--- config.mk ---
export PLATFORM = sky130hd
export DESIGN_NAME = fall_edge_detect
export DESIGN_NICKNAME = d
export VERILOG_FILES = /design/src/rtl/edge_sync_chain.sv /design/src/rtl/fall_edge_detect.sv
export SDC_FILE = /design/constraint.sdc
export NUM_CORES = 1
export LEC_CHECK = 0
export BUFFER_PORTS_ARGS = -buffer_cell sky130_fd_sc_hd__buf_2
export CELL_PAD_IN_SITES_DETAIL_PLACEMENT = 1
export CELL_PAD_IN_SITES_GLOBAL_PLACEMENT = 1
export CORE_MARGIN = 3
export CORE_UTILIZATION = 35
export CTS_CLUSTER_DIAMETER = 80
export DETAILED_ROUTE_END_ITERATION = 12
export PLACE_DENSITY_LB_ADDON = 0.1
export SYNTH_ARGS = -nofsm -noshare
export SYNTH_HDL_FRONTEND = slang
export SYNTH_SLANG_ARGS = --single-unit
--- constraint.sdc ---
create_clock -name clk -period 2.2 [get_ports clk]
set_input_delay 0.33 -clock clk [delete_from_list [all_inputs] [get_ports clk]]
set_output_delay 0.33 -clock clk [all_outputs]
set_load 0.02 [all_outputs]
--- src/rtl/edge_sync_chain.sv ---
`default_nettype none
// +--------------------------------------------------------------------+
// | edge_sync_chain: DEPTH-deep flop chain reset to 0; wire if DEPTH=0  |
// | Revision: 1.0                                                       |
// +--------------------------------------------------------------------+
module edge_sync_chain #(
    parameter int WIDTH = 1,
    parameter int DEPTH = 0
) (
    input  logic             clk,
    input  logic             rst,
    input  logic [WIDTH-1:0] din,
    output logic [WIDTH-1:0] dout
);

    generate
        if (DEPTH == 0) begin : g_passthrough
            // Clock and reset have no loads when the chain collapses to a wire.
            logic w_unused;
            assign w_unused = clk ^ rst;
            assign dout     = din;
        end else begin : g_chain
            logic [WIDTH-1:0] r_stage [DEPTH];

            always_ff @(posedge clk or posedge rst) begin
                if (rst) begin
                    for (int i = 0; i < DEPTH; i++) begin
                        r_stage[i] <= '0;
                    end
                end else begin
                    r_stage[0] <= din;
                    for (int i = 1; i < DEPTH; i++) begin
                        r_stage[i] <= r_stage[i-1];
                    end
                end
            end

            assign dout = r_stage[DEPTH-1];
        end
    endgenerate

endmodule
`default_nettype wire

--- src/rtl/fall_edge_detect.sv ---
`default_nettype none
// +--------------------------------------------------------------------+
// | fall_edge_detect: per-bit registered fall/rise strobes plus a      |
// | saturating count of cycles carrying any falling-edge strobe.       |
// | Revision: 1.0                                                       |
// +--------------------------------------------------------------------+
module fall_edge_detect #(
    parameter int WIDTH       = 1,
    parameter int SYNC_STAGES = 0,
    parameter int CNT_W       = 16
) (
    input  logic             clk,
    input  logic             rst,
    input  logic             clr,
    input  logic [WIDTH-1:0] signal,
    output logic [WIDTH-1:0] ed,
    output logic [WIDTH-1:0] red,
    output logic [CNT_W-1:0] fall_cnt
);

    localparam logic [CNT_W-1:0] c_cnt_max = '1;

    logic [WIDTH-1:0] w_cur;
    logic [WIDTH-1:0] r_prev;

    edge_sync_chain #(
        .WIDTH (WIDTH),
        .DEPTH (SYNC_STAGES)
    ) u_sync (
        .clk  (clk),
        .rst  (rst),
        .din  (signal),
        .dout (w_cur)
    );

    // r_prev starts at 0, so an input high out of reset yields one rise strobe.
    always_ff @(posedge clk or posedge rst) begin
        if (rst) begin
            r_prev <= '0;
            ed     <= '0;
            red    <= '0;
        end else begin
            r_prev <= w_cur;
            ed     <= r_prev & ~w_cur;
            red    <= ~r_prev & w_cur;
        end
    end

    // Clear wins over a same-cycle increment.
    always_ff @(posedge clk or posedge rst) begin
        if (rst) begin
            fall_cnt <= '0;
        end else if (clr) begin
            fall_cnt <= '0;
        end else if ((|ed) && (fall_cnt != c_cnt_max)) begin
            fall_cnt <= fall_cnt + CNT_W'(1);
        end
    end

endmodule
`default_nettype wire

==> results of run 1 <==
## flip-flops by register name (all words and copies together) (netlist names)
| register | flops |
|---|---|
| red | 1 |
| ed | 1 |
| r_prev | 1 |
| fall_cnt | 16 |
## power breakdown
group | total [mW] | switching, mW | internal [mW]
logic | 0.0368 | 0.0255 | 0.0113
registers | 0.358 | 0.00446 | 0.354
clock network | 0.178 | 0.107 | 0.0705
total | 0.573 | 0.137 | 0.436
## through the flow
stage / power [mW] / hold WS (ns)
floorplan: 0.389 / 0.281
global route: 0.605 / 0.155
global placement: 0.402 / 0.409
finish: 0.573 / 0.144
CTS: 0.589 / 0.149
detailed placement: 0.403 / 0.412
## final timing paths
check                                    end  slack [ns]         from
worst max-delay path            fall_cnt[10]        0.31  fall_cnt[0]
worst min-delay path                  r_prev        0.14          rst
worst max register to register  fall_cnt[10]        0.31  fall_cnt[0]
worst min register to register           red        0.43       r_prev
max in group asynchronous        fall_cnt[8]        1.60          rst
min in group clk                      r_prev        0.17       signal
## logic make-up after synthesis
family                     Yosys count
DFF                                 19
adders and majority gates            1
buffers and inverters                7
AOI/OAI and AO/OA                   21
muxes                                8
and+or+nand+nor                     52
## worst register-to-register path: stages (launching register included)
cell,delay [ns]
sky130_fd_sc_hd__dfrtp_1,0.41
sky130_fd_sc_hd__ha_1,0.26
sky130_fd_sc_hd__nand4_1,0.14
sky130_fd_sc_hd__or3_4,0.44
sky130_fd_sc_hd__or4_1,0.42
sky130_fd_sc_hd__a21oi_1,0.16
## routing by layer
layer	wire length [um]	part of all wire	track usage
met1	1220	0.48	0.217
met2	1260	0.49	0.251
met3	58	0.023	0.0273
met4	14	0.0055	0.0372
met5	0	0	0
## synthesized netlist by cell type
cell and count:
sky130_fd_sc_hd__dfrtp_1 19, sky130_fd_sc_hd__nor2b_1 10, sky130_fd_sc_hd__a21oi_1 9, sky130_fd_sc_hd__nand2_1 9, sky130_fd_sc_hd__nor2_1 9, sky130_fd_sc_hd__mux2_2 6, sky130_fd_sc_hd__nand4_1 4, sky130_fd_sc_hd__a31oi_1 3
sky130_fd_sc_hd__or4_1 3, sky130_fd_sc_hd__a211oi_1 2, sky130_fd_sc_hd__and3_1 2, sky130_fd_sc_hd__buf_2 2, sky130_fd_sc_hd__clkbuf_1 2, sky130_fd_sc_hd__inv_1 2, sky130_fd_sc_hd__nand2b_1 2, sky130_fd_sc_hd__nand3_1 2
sky130_fd_sc_hd__nor4b_1 2, sky130_fd_sc_hd__o21ai_0 2, sky130_fd_sc_hd__o31ai_1 2, sky130_fd_sc_hd__a2111oi_0 1, sky130_fd_sc_hd__and4_1 1, sky130_fd_sc_hd__buf_6 1, sky130_fd_sc_hd__ha_1 1, sky130_fd_sc_hd__mux2_1 1
sky130_fd_sc_hd__mux2i_1 1, sky130_fd_sc_hd__nand4_2 1, sky130_fd_sc_hd__nor3_1 1, sky130_fd_sc_hd__nor3_2 1, sky130_fd_sc_hd__nor4_1 1, sky130_fd_sc_hd__nor4_4 1, sky130_fd_sc_hd__o21bai_1 1, sky130_fd_sc_hd__o41ai_1 1
sky130_fd_sc_hd__or2_2 1, sky130_fd_sc_hd__or3_1 1, sky130_fd_sc_hd__or3_4 1
## area by class of cell
cell class / count / area share
clock buffers: 4 / 0.0216
inverters: 2 / 0.00617
multi-input cells: 82 / 0.451
flip-flops and latches: 19 / 0.391
well taps: 31 / 0.0319
repair buffers: 23 / 0.0988
==> summary by stage, run 1 <==
Floorplan
In this run the vertical extent of the chip is 61.0 um. The die outline width is 61.0 um. During I/O placement, the number of pins put on the boundary was 22.

The initial utilization of the core area, before any placement, comes to 0.375. The floorplan has 19 rows. The core region is 0.00283 mm2. The die covers 0.00372 mm2.

Detailed routing
Using the TritonRoute via totals, the vias-per-cell ratio works out to 5.55. The first routing iteration left 21 violations. Once detail routing completed, the nets flagged for antenna violations numbered 0.

The post-detailed-route wirelength per cell is 15.8 um. The total via count in the routed design is 893. Summed over all layers, the routed wires come to 2.55 mm.

For this run, design rule violations remaining after detail routing come to 0. The first detailed-routing pass took 4 iterations.

Yosys
After synthesis the cells add up to 0.00106 mm2. Of the total synthesized cell area, the portion taken by XOR and XNOR cells is 0. Of the post-synthesis cell area, the part taken by muxes is 0.0838. The instance count of the mapped netlist is 108. The number of nets in the synthesized netlist is 113.

The share of the Yosys chip area taken by registers is 0.449. The adder and majority gate portion of the synthesized area is 0.0118. The area fraction of the dominant cell type after synthesis is 0.449.

Of the total synthesized cell area, the portion taken by AND, OR, NAND and NOR gates is 0.300. The combinational family with the most area after synthesis is simple AND/OR/NAND/NOR gates. The average instance in the mapped netlist occupies 9.81 um2. The area fraction in compound gates after synthesis is 0.122. Synthesis inferred 19 register bits. Summed over all instances, the cell type with the most area after synthesis is sky130_fd_sc_hd__dfrtp_1. After synthesis, the netlist uses 35 different library cells. By area the synthesized netlist is led by sky130_fd_sc_hd__dfrtp_1 45%, sky130_fd_sc_hd__mux2_2 6.4%, sky130_fd_sc_hd__nor2b_1 5.9%, sky130_fd_sc_hd__a21oi_1 4.3%, sky130_fd_sc_hd__nand2_1 3.2%. Yosys printed 0 warnings.

Global route
The total global-route track usage is 0.155. The initial antenna violation count was 0. The largest net degree at the start of global routing is 25.

The number of global-route vias before repair is 904. Summed over all layers, the global routing overflow is 0. The first-pass GRT wire length is 4.37 mm.

Clock network
CTS built an H-tree with a depth of 1. The CTS sink count is 19. No sink is reached through more buffers than the 2 on the longest clock path. The clock slew seen by the registers of the worst setup and hold paths is 0.11 ns. The clock latency at the later pin of the worst-skew pair is 0.29 ns. The root buffer selected by CTS is sky130_fd_sc_hd__clkbuf_4. The clock tree from TritonCTS is yes. In this run, post-CTS repair resized a total of 0 instances. Counting the buffers created by CTS gives 3. The cts-stage hold buffer count is 0. The number of setup buffers added after CTS is 0.

Layout
The total non-filler cell area in the finished layout is 0.00122 mm2. The most common cell after layout, fill and taps aside is sky130_fd_sc_hd__buf_2. Leaving out fill and tap cells, the most frequent cells in the layout are 21 x sky130_fd_sc_hd__buf_2, 19 x sky130_fd_sc_hd__dfrtp_1, 10 x sky130_fd_sc_hd__nor2b_1.

Counting the fill cells in the layout gives 350. Across the whole layout, storage elements account for 475 um2. The net count reported at finish is 136. The share of post-route cells with drive strength above 1 is 0.285. 0 antenna diodes ended up in the layout. The area occupied by multi-input gates is 548 um2.

The area added between synthesis and finish is 14.8%. The non-filler instance count after layout is 161. Measured on the finished design, the core utilization comes to 0.430.

STA
The remaining max-slew budget at the tightest pin is 0.511. In the finished design, the share of the clock period the worst path needs comes to 0.859. The shortest period the worst path allows is 1.89 ns. The number of hold violations in the final report was 0. The setup total negative slack is 0 ns. The number of pins exceeding their max-slew limit in the final report is 0. Timing would allow up to 0.529 GHz. The worst-case clock skew is 0.000693 ns. Setup repair after global routing left no endpoint under its margin.

The count of endpoints failing setup in the final report is 0. Across all setup checks in the final design, the least slack found is 0.309 ns. At the pin with the least slew margin, the transition time is 0.733 ns.

Worst setup path
The element type at the critical path start is a register. Data on the critical path is required at its endpoint by 2.42 ns. On the critical path the largest part of the delay comes from simple AND/OR/NAND/NOR gates. The peak per-stage delay on the critical path is 0.44 ns. The critical path is of the reg -> reg type. The count of cells along the worst register-to-register path is 5.

The critical path goes through ha_1 -> nand4_1 -> or3_4 -> or4_1 -> a21oi_1. The arrival time at the worst endpoint is 2.11 ns. The category of the worst setup path capture point is a register. The critical path runs through a total of 5 cells.

The biggest fanout along the worst timing path is 6. The slowest stage of the critical path belongs to the cell sky130_fd_sc_hd__or3_4. The number of buffers and inverters on the critical path is 0.

Flow run
The number of maximum-capacitance constraint violations is 0.

Run status
The flow ran to the end, and the final reports show no timing, DRC or antenna violations.

Place
The number of placed instances, taps included is 157. The placement-stage cell area is 0.00119 mm2. The worst slack at placement is 0.333 ns.

The placed wire-length estimate after detailed placement is 1.90 mm. The count of input and output buffers is 21. Routability-driven placement finished with a final weighted congestion of 0.784.

Pwr
The power density over the cells is 471 mW/mm2. The worst-case IR drop observed on VDD is 0.211 mV. The standby leakage power is 0.576 nW.

Hold path
The path category of the worst min-delay check is in -> async.
Note: power is estimated with default switching activity, not from simulation.
==> inputs of run 2 (changes only) <==
--- a/config.mk
+++ b/config.mk
@@ -10,9 +10,11 @@
 export CELL_PAD_IN_SITES_GLOBAL_PLACEMENT = 1
 export CORE_MARGIN = 3
 export CORE_UTILIZATION = 35
+export CTS_BUF_LIST = sky130_fd_sc_hd__clkbuf_16
 export CTS_CLUSTER_DIAMETER = 80
 export DETAILED_ROUTE_END_ITERATION = 12
 export PLACE_DENSITY_LB_ADDON = 0.1
+export REMOVE_ABC_BUFFERS = 1
 export SYNTH_ARGS = -nofsm -noshare
 export SYNTH_HDL_FRONTEND = slang
 export SYNTH_SLANG_ARGS = --single-unit
==> summary by stage, run 2 (synthesis results as in run 1) <==
Worst setup path
The worst path buffer plus inverter count is 0. The worst reg2reg path startpoint is fall_cnt[10]. The family with the most delay on the worst path is simple AND/OR/NAND/NOR gates. The number of cells on the worst reg-to-reg path is 4. The peak per-stage delay on the critical path is 0.60 ns. The element type at the critical path start is a register. The highest-delay cell along the critical path is sky130_fd_sc_hd__nor3_2. The arrival time at the worst endpoint is 2.04 ns. The type of the setup path with the least slack is reg -> reg.

The endpoint required time on the critical path is 2.33 ns. The biggest fanout along the worst timing path is 12. Setup slack on the worst reg-to-reg path comes out at 0.29 ns.

STA classifies the critical path endpoint as a register. The critical path goes through nand2_1 -> nor3_2 -> a21oi_1 -> mux2_1. The worst reg2reg path endpoint is fall_cnt[0].

Pwr
The net switching power is 0.168 mW. VDD sags by at most 0.404 mV. The standby leakage power is 0.596 nW. Dividing total power by cell area gives a power density of 616 mW/mm2.

Of the total power, the share spent switching nets is 0.216. The overall power consumption is 0.778 mW. The sequential fraction of design power is 0.461. The share of total power dissipated in combinational logic is 0.048. Cell internal power was estimated by the tool at 0.610 mW. The proportion of power drawn by the clock network is 0.491.

Detailed routing
The remaining routing DRC violations is 0. The detailed router placed 881 vias in this run. The post-route antenna net violation count is 0. After the first detailed-routing iteration, the DRC count stood at 32. The post-detailed-routing wire length is 2.57 mm. After detailed routing, the average wire length per cell comes to 16.1 um. The pre-antenna-repair detailed-routing pass consisted of 2 iterations.

Using the TritonRoute via totals, the vias-per-cell ratio works out to 5.51.

Floorplan
The area of the die is 0.00372 mm2. The region available for standard cell placement spans 0.00283 mm2. Measured along the y axis, the die boundary spans 61.0 um. The number of placement rows is 19.

The starting density of the core is 0.375. The die is 61.0 um wide. The count of pins on the block boundary is 22.

STA
Setup repair after global routing left no endpoint under its margin. The setup total negative slack is 0 ns. Measured against its own limit, the worst slew margin works out to 0.495. For this run, the top clock speed supported by timing is 0.524 GHz.

The number of pins exceeding their max-slew limit in the final report is 0. The shortest period the worst path allows is 1.91 ns. Setup violations remaining at the end of the flow were counted as 0. The number of hold violations in the final report was 0.

For the pin with the worst max-slew slack, the measured transition is 0.756 ns. The worst-case clock skew is 0.00236 ns. Dividing the final minimum period by the clock period gives 0.868.

Run status
The run finished with clean final reports.

Global route
The total global routing overflow is 0. Entering global routing, the biggest net connects 25 pins. The initial antenna violation count is 0.

The number of global-route vias before repair was 869. The first-pass GRT wire length is 4.34 mm. The total global-route track usage is 0.158.

Layout
The library cell used most frequently in the layout, excluding fill and tap cells, is sky130_fd_sc_hd__buf_2. In the layout the commonest cells are 21 x sky130_fd_sc_hd__buf_2, 19 x sky130_fd_sc_hd__dfrtp_1, 10 x sky130_fd_sc_hd__nor2b_1. Relative to the synthesized area, the layout overhead comes to 19.1%. Ranked by flip-flop count, first place goes to fall_cnt. The number of filler instances in the final layout is 340. The net count of the finished layout is 135. The register with the most flip-flops in the layout has 16 of them. The count of inserted antenna diode cells is 0. Of the cells placed in the final design, the portion with a size suffix greater than 1 is 0.287.

Hold path
The path category of the worst min-delay check is in -> async.

Clock network
The count of instances resized after the clock tree is built is 0. The cell sitting at the root of the clock tree is a sky130_fd_sc_hd__clkbuf_16. The clock net in this run drives a total of 19 sinks. TritonCTS built the clock tree. The clock slew seen by the registers of the worst setup and hold paths is 0.06 ns.

TritonCTS created 3 clock buffers. The maximum number of buffers from clock root to sink is 2. In this run the number of H-tree levels came out at 1. The cts-stage hold buffer count is 0. Buffers added to address setup during post-CTS repair amount to 0. The clock latency at the later pin of the worst-skew pair is 0.25 ns.

Place
The global placement routability congestion is 0.759. Detailed placement ended at an HPWL of 1.85 mm. The count of input and output buffers is 21.

Flow run
Max-cap violations in this run came to 0.
## run 2: through the flow
stage	hold slack (ns)	utilization	instance area, um2	setup WS (ns)	std cells
3_5_place_dp	0.417	0.418	1180	0.307	156
2_1_floorplan	0.281	-	1030	0.367	103
5_1_grt	0.220	0.446	1260	0.116	160
6_report	0.205	0.446	1260	0.290	160
4_1_cts	0.205	0.446	1260	0.295	160
3_3_place_gp	0.403	0.418	1180	0.366	156
## run 2: final cells by class
cell class	instances	area, um2	area share
Multi-Input combinational cell	82	548	0.434
Timing Repair Buffer	22	113	0.0892
Clock buffer	3	75.1	0.0595
Clock inverter	1	5.00	0.00396
Sequential cell	19	475	0.377
Inverter	2	7.51	0.00595
Tap cell	31	38.8	0.0307
## run 2: how the worst max path moves through the flow
stage                      start           end  slack (ns)  depth (start not counted)
floorplan            fall_cnt[0]  fall_cnt[12]        0.37                          5
global placement     fall_cnt[0]  fall_cnt[12]        0.37                          5
detailed placement  fall_cnt[14]   fall_cnt[0]        0.31                          4
CTS                 fall_cnt[10]   fall_cnt[0]        0.30                          4
global route        fall_cnt[14]   fall_cnt[0]        0.12                          4
finish              fall_cnt[10]   fall_cnt[0]        0.29                          4
## run 2: power by group through the flow
| stage | combinational [mW] | sequential (mW) | clock [mW] |
|---|---|---|---|
| floorplan | 0.0157 | 0.370 | 0 |
| global placement | 0.0374 | 0.365 | 0 |
| detailed placement | 0.0388 | 0.365 | 0 |
| CTS | 0.0389 | 0.359 | 0.389 |
| global route | 0.0428 | 0.360 | 0.399 |
| finish | 0.0374 | 0.359 | 0.382 |
## run 2: layer usage
metal,routed length [um],global-route usage,vias up
met5,0,0,-
met4,26,0.0557,0
met3,54,0.0252,4
met2,1250,0.242,12
met1,1240,0.226,426
li1,-,-,439
==> inputs of run 3 (changes only) <==
--- a/config.mk
+++ b/config.mk
@@ -5,6 +5,7 @@
 export SDC_FILE = /design/constraint.sdc
 export NUM_CORES = 1
 export LEC_CHECK = 0
+export ABC_AREA = 1
 export BUFFER_PORTS_ARGS = -buffer_cell sky130_fd_sc_hd__buf_2
 export CELL_PAD_IN_SITES_DETAIL_PLACEMENT = 1
 export CELL_PAD_IN_SITES_GLOBAL_PLACEMENT = 1
==> summary by stage, run 3 <==
Run status
The run finished with clean final reports.

Clock network
The total number of H-tree levels is 1. TritonCTS built the clock tree. The root buffer selected by CTS is sky130_fd_sc_hd__clkbuf_16. Counting the buffers created by CTS gives 3. For the worst-skew pair, the clock arrives at the later sink with an insertion delay of 0.25 ns. The number of hold buffers added after CTS was 0. The longest clock path from root to sink contains 2 buffers. Buffers added to address setup during post-CTS repair amount to 0. The count of instances resized after the clock tree is built is 0. The tree built by TritonCTS fans out to 19 sinks. After clock tree synthesis, the clock-pin slew on the worst setup and hold paths is 0.06 ns.

Worst setup path
Traced cell by cell, the critical path runs through ha_1 -> nand2_1 -> nor2_4 -> nand2_2 -> nor2_2 -> nor2_2 -> nor2_4 -> nand2_1 -> nand2_1. The worst register-to-register path begins at fall_cnt[0]. The element type at the critical path start is a register. STA classifies the critical path endpoint as a register. The startpoint of the worst setup timing path is fall_cnt[0].

For the worst setup path, the data arrival time is 1.94 ns. The peak per-stage delay on the critical path is 0.41 ns. The endpoint required time on the critical path is 2.34 ns. The type of the setup path with the least slack is reg -> reg.

On the critical path, the stage with the largest delay is an instance of sky130_fd_sc_hd__dfrtp_1. The most frequent cell on the critical path is sky130_fd_sc_hd__nand2_1. The biggest fanout along the worst timing path is 14.

Floorplan
The die covers 0.00384 mm2. Row generation in the floorplan step produced 19 rows. The floorplan step defined a core boundary enclosing 0.00288 mm2. In this run the count of I/O pins placed on the die edge is 22. The floorplan step set the die height to 62.0 um. The die is 62.0 um wide. For this configuration, the core starts out at a cell density of 0.381.

Detailed routing
In the final routed layout, each cell accounts on average for 12.7 um. The per-cell via count in the routed design is 4.86. The post-detailed-routing wire length is 2.71 mm. The remaining routing DRC violations is 0. The post-route antenna net violation count is 0. The total via count in the routed design is 1035.

The detailed router finished its first iteration with 25 violations. The first-pass iteration count of the detailed router is 4.

Yosys
The instance count of the mapped netlist is 149. Of the synthesized area, sequential elements account for 0.433. The prevailing post-synth register cell is sky130_fd_sc_hd__dfrtp_1. The count of yosys warnings during synthesis is 0. The flip-flop and latch count after synthesis is 19. In the synthesized netlist, the cells that appear most often are 56 x sky130_fd_sc_hd__nand2_1, 19 x sky130_fd_sc_hd__dfrtp_1, 19 x sky130_fd_sc_hd__nor2_1, 13 x sky130_fd_sc_hd__nand3_1, 11 x sky130_fd_sc_hd__inv_1. The mean post-synth cell area is 7.36 um2. The number of enable-type register cells in the synthesized netlist is 0.

The proportion of synthesized flip-flops having asynchronous set or reset is 1.00. After synthesis, the cell types taking the most area are sky130_fd_sc_hd__dfrtp_1 43%, sky130_fd_sc_hd__nand2_1 19%, sky130_fd_sc_hd__nor2_1 6.5%, sky130_fd_sc_hd__nand3_1 5.9%, sky130_fd_sc_hd__xor2_1 4.8%. The dominant cell type by area after synthesis is sky130_fd_sc_hd__dfrtp_1.

The netlist area before placement is 0.00110 mm2. sky130_fd_sc_hd__nand2_1 is the most common cell in the netlist. The area fraction of the dominant cell type after synthesis is 0.433. In this run, distinct cell masters in the synthesized netlist total 20.

Pwr
The power density over the cells is 594 mW/mm2. The standby leakage power is 0.675 nW. The maximum resistive drop on vdd is 0.303 mV.

STA
In the post-route analysis, the smallest setup slack over all paths is 0.400 ns. Setup repair after global routing left no endpoint under its margin. The worst-case clock skew is 0.00506 ns. The setup total negative slack is 0 ns.

The number of pins exceeding their max-slew limit in the final report is 0. The count of endpoints failing setup in the final report is 0. Static timing analysis puts the maximum clock frequency at 0.556 GHz. The remaining max-slew budget at the tightest pin is 0.512. The actual slew at the worst max-slew pin is 0.731 ns. The number of hold violations in the final report is 0. The worst path in the final design needs a cycle of 1.80 ns, including I/O delays and setup. The ratio of final minimum period to clock period is 0.818.

Layout
The library cell used most frequently in the layout, excluding fill and tap cells, is sky130_fd_sc_hd__nand2_1. The top cell types in the final layout, fill and taps aside, are 56 x sky130_fd_sc_hd__nand2_1, 21 x sky130_fd_sc_hd__buf_2, 19 x sky130_fd_sc_hd__nor2_1, 19 x sky130_fd_sc_hd__dfrtp_1, 13 x sky130_fd_sc_hd__nand3_1. From synthesis to final layout, the design area changed by 19.8%. The number of filler instances in the final layout is 377. The net count reported at finish is 177.

Of the cells placed in the final design, the portion with a size suffix greater than 1 is 0.187. The number of flip-flops in the largest register is 16. The count of inserted antenna diode cells is 0.

More flip-flops sit in one register than any other, and that register is fall_cnt.

Hold path
The tightest min-delay check is of the in -> async type.

Flow run
Across the run, the number of max-cap violations was 0.

Place
Input and output buffers added on the ports amount to 21. Once detailed placement completed, the half-perimeter wirelength came to 2.04 mm. Before CTS, the worst setup slack after placement is 0.371 ns.

At the end of routability-driven placement, the weighted congestion stood at 0.814.

Global route
The number of global-route vias before repair is 1001. The first global-routing pass estimated 4.64 mm of wire. The total global routing overflow is 0. Entering global routing, the biggest net connects 20 pins.

The initial antenna violation count came to 0. The total global-route track usage is 0.165.
[run 3: final cells by class]
type	count	area (um2)	share of cell area
Timing Repair Buffer	21	105	0.0799
Clock buffer	3	75.1	0.0571
Sequential cell	19	475	0.362
Multi-Input combinational cell	116	561	0.426
Inverter	11	41.3	0.0314
Tap cell	42	52.6	0.0400
Clock inverter	1	5.00	0.00381
[run 3: worst max-delay path, delay by kind of cell, from the launching register on]
family	cells	cell delay [ns]
and+or+nand+nor	8	1.02
DFF	1	0.41
adders and majority gates	1	0.24
[run 3: per-layer routing]
metal  up-vias  routed length [um]  GRT usage  share of wire
met5         -                   0          0              0
met4         0                  68     0.0909          0.025
met3         7                 123     0.0351          0.045
met2        21                1220      0.251           0.45
met1       493                1300      0.217           0.48
li1        514                   -          -              -
[run 3: worst paths after layout]
kind | endpoint | slack [ns] | cells past startpoint
setup / recovery | fall_cnt[3] | 0.40 | 9
hold / removal | fall_cnt[7] | 0.19 | 2
setup reg to reg | fall_cnt[3] | 0.40 | 9
hold reg to reg | red | 0.43 | 1
max in group asynchronous | fall_cnt[5] | 1.54 | 2
min in group clk | r_prev | 0.21 | 1
[run 3: where the power goes]
group	internal (mW)	switching (mW)	leakage, nW	total (mW)
sequential	0.354	0.00416	0.260	0.359
combinational	0.0103	0.0345	0.374	0.0447
clock	0.244	0.135	0.0409	0.378
[run 3: cells by family (layout without fill, tap and decap cells)]
logic type,Yosys count,after routing,share of synthesized area
and+or+nand+nor,103,103,0.415
DFF,19,19,0.433
buffers and inverters,14,36,0.0559
xor gates and xnor gates,8,8,0.0639
adders and majority gates,1,1,0.0114
AOI/OAI and AO/OA,4,4,0.0205
[run 3: through the flow]
step | cell area [um2] | total power, mW | instances | util | hold WS (ns)
2_1_floorplan | 1080 | 0.392 | 146 | - | 0.281
3_3_place_gp | 1230 | 0.409 | 209 | 0.429 | 0.407
3_5_place_dp | 1230 | 0.411 | 209 | 0.429 | 0.430
4_1_cts | 1320 | 0.791 | 213 | 0.457 | 0.205
5_1_grt | 1320 | 0.810 | 213 | 0.457 | 0.210
6_report | 1320 | 0.782 | 213 | 0.457 | 0.191
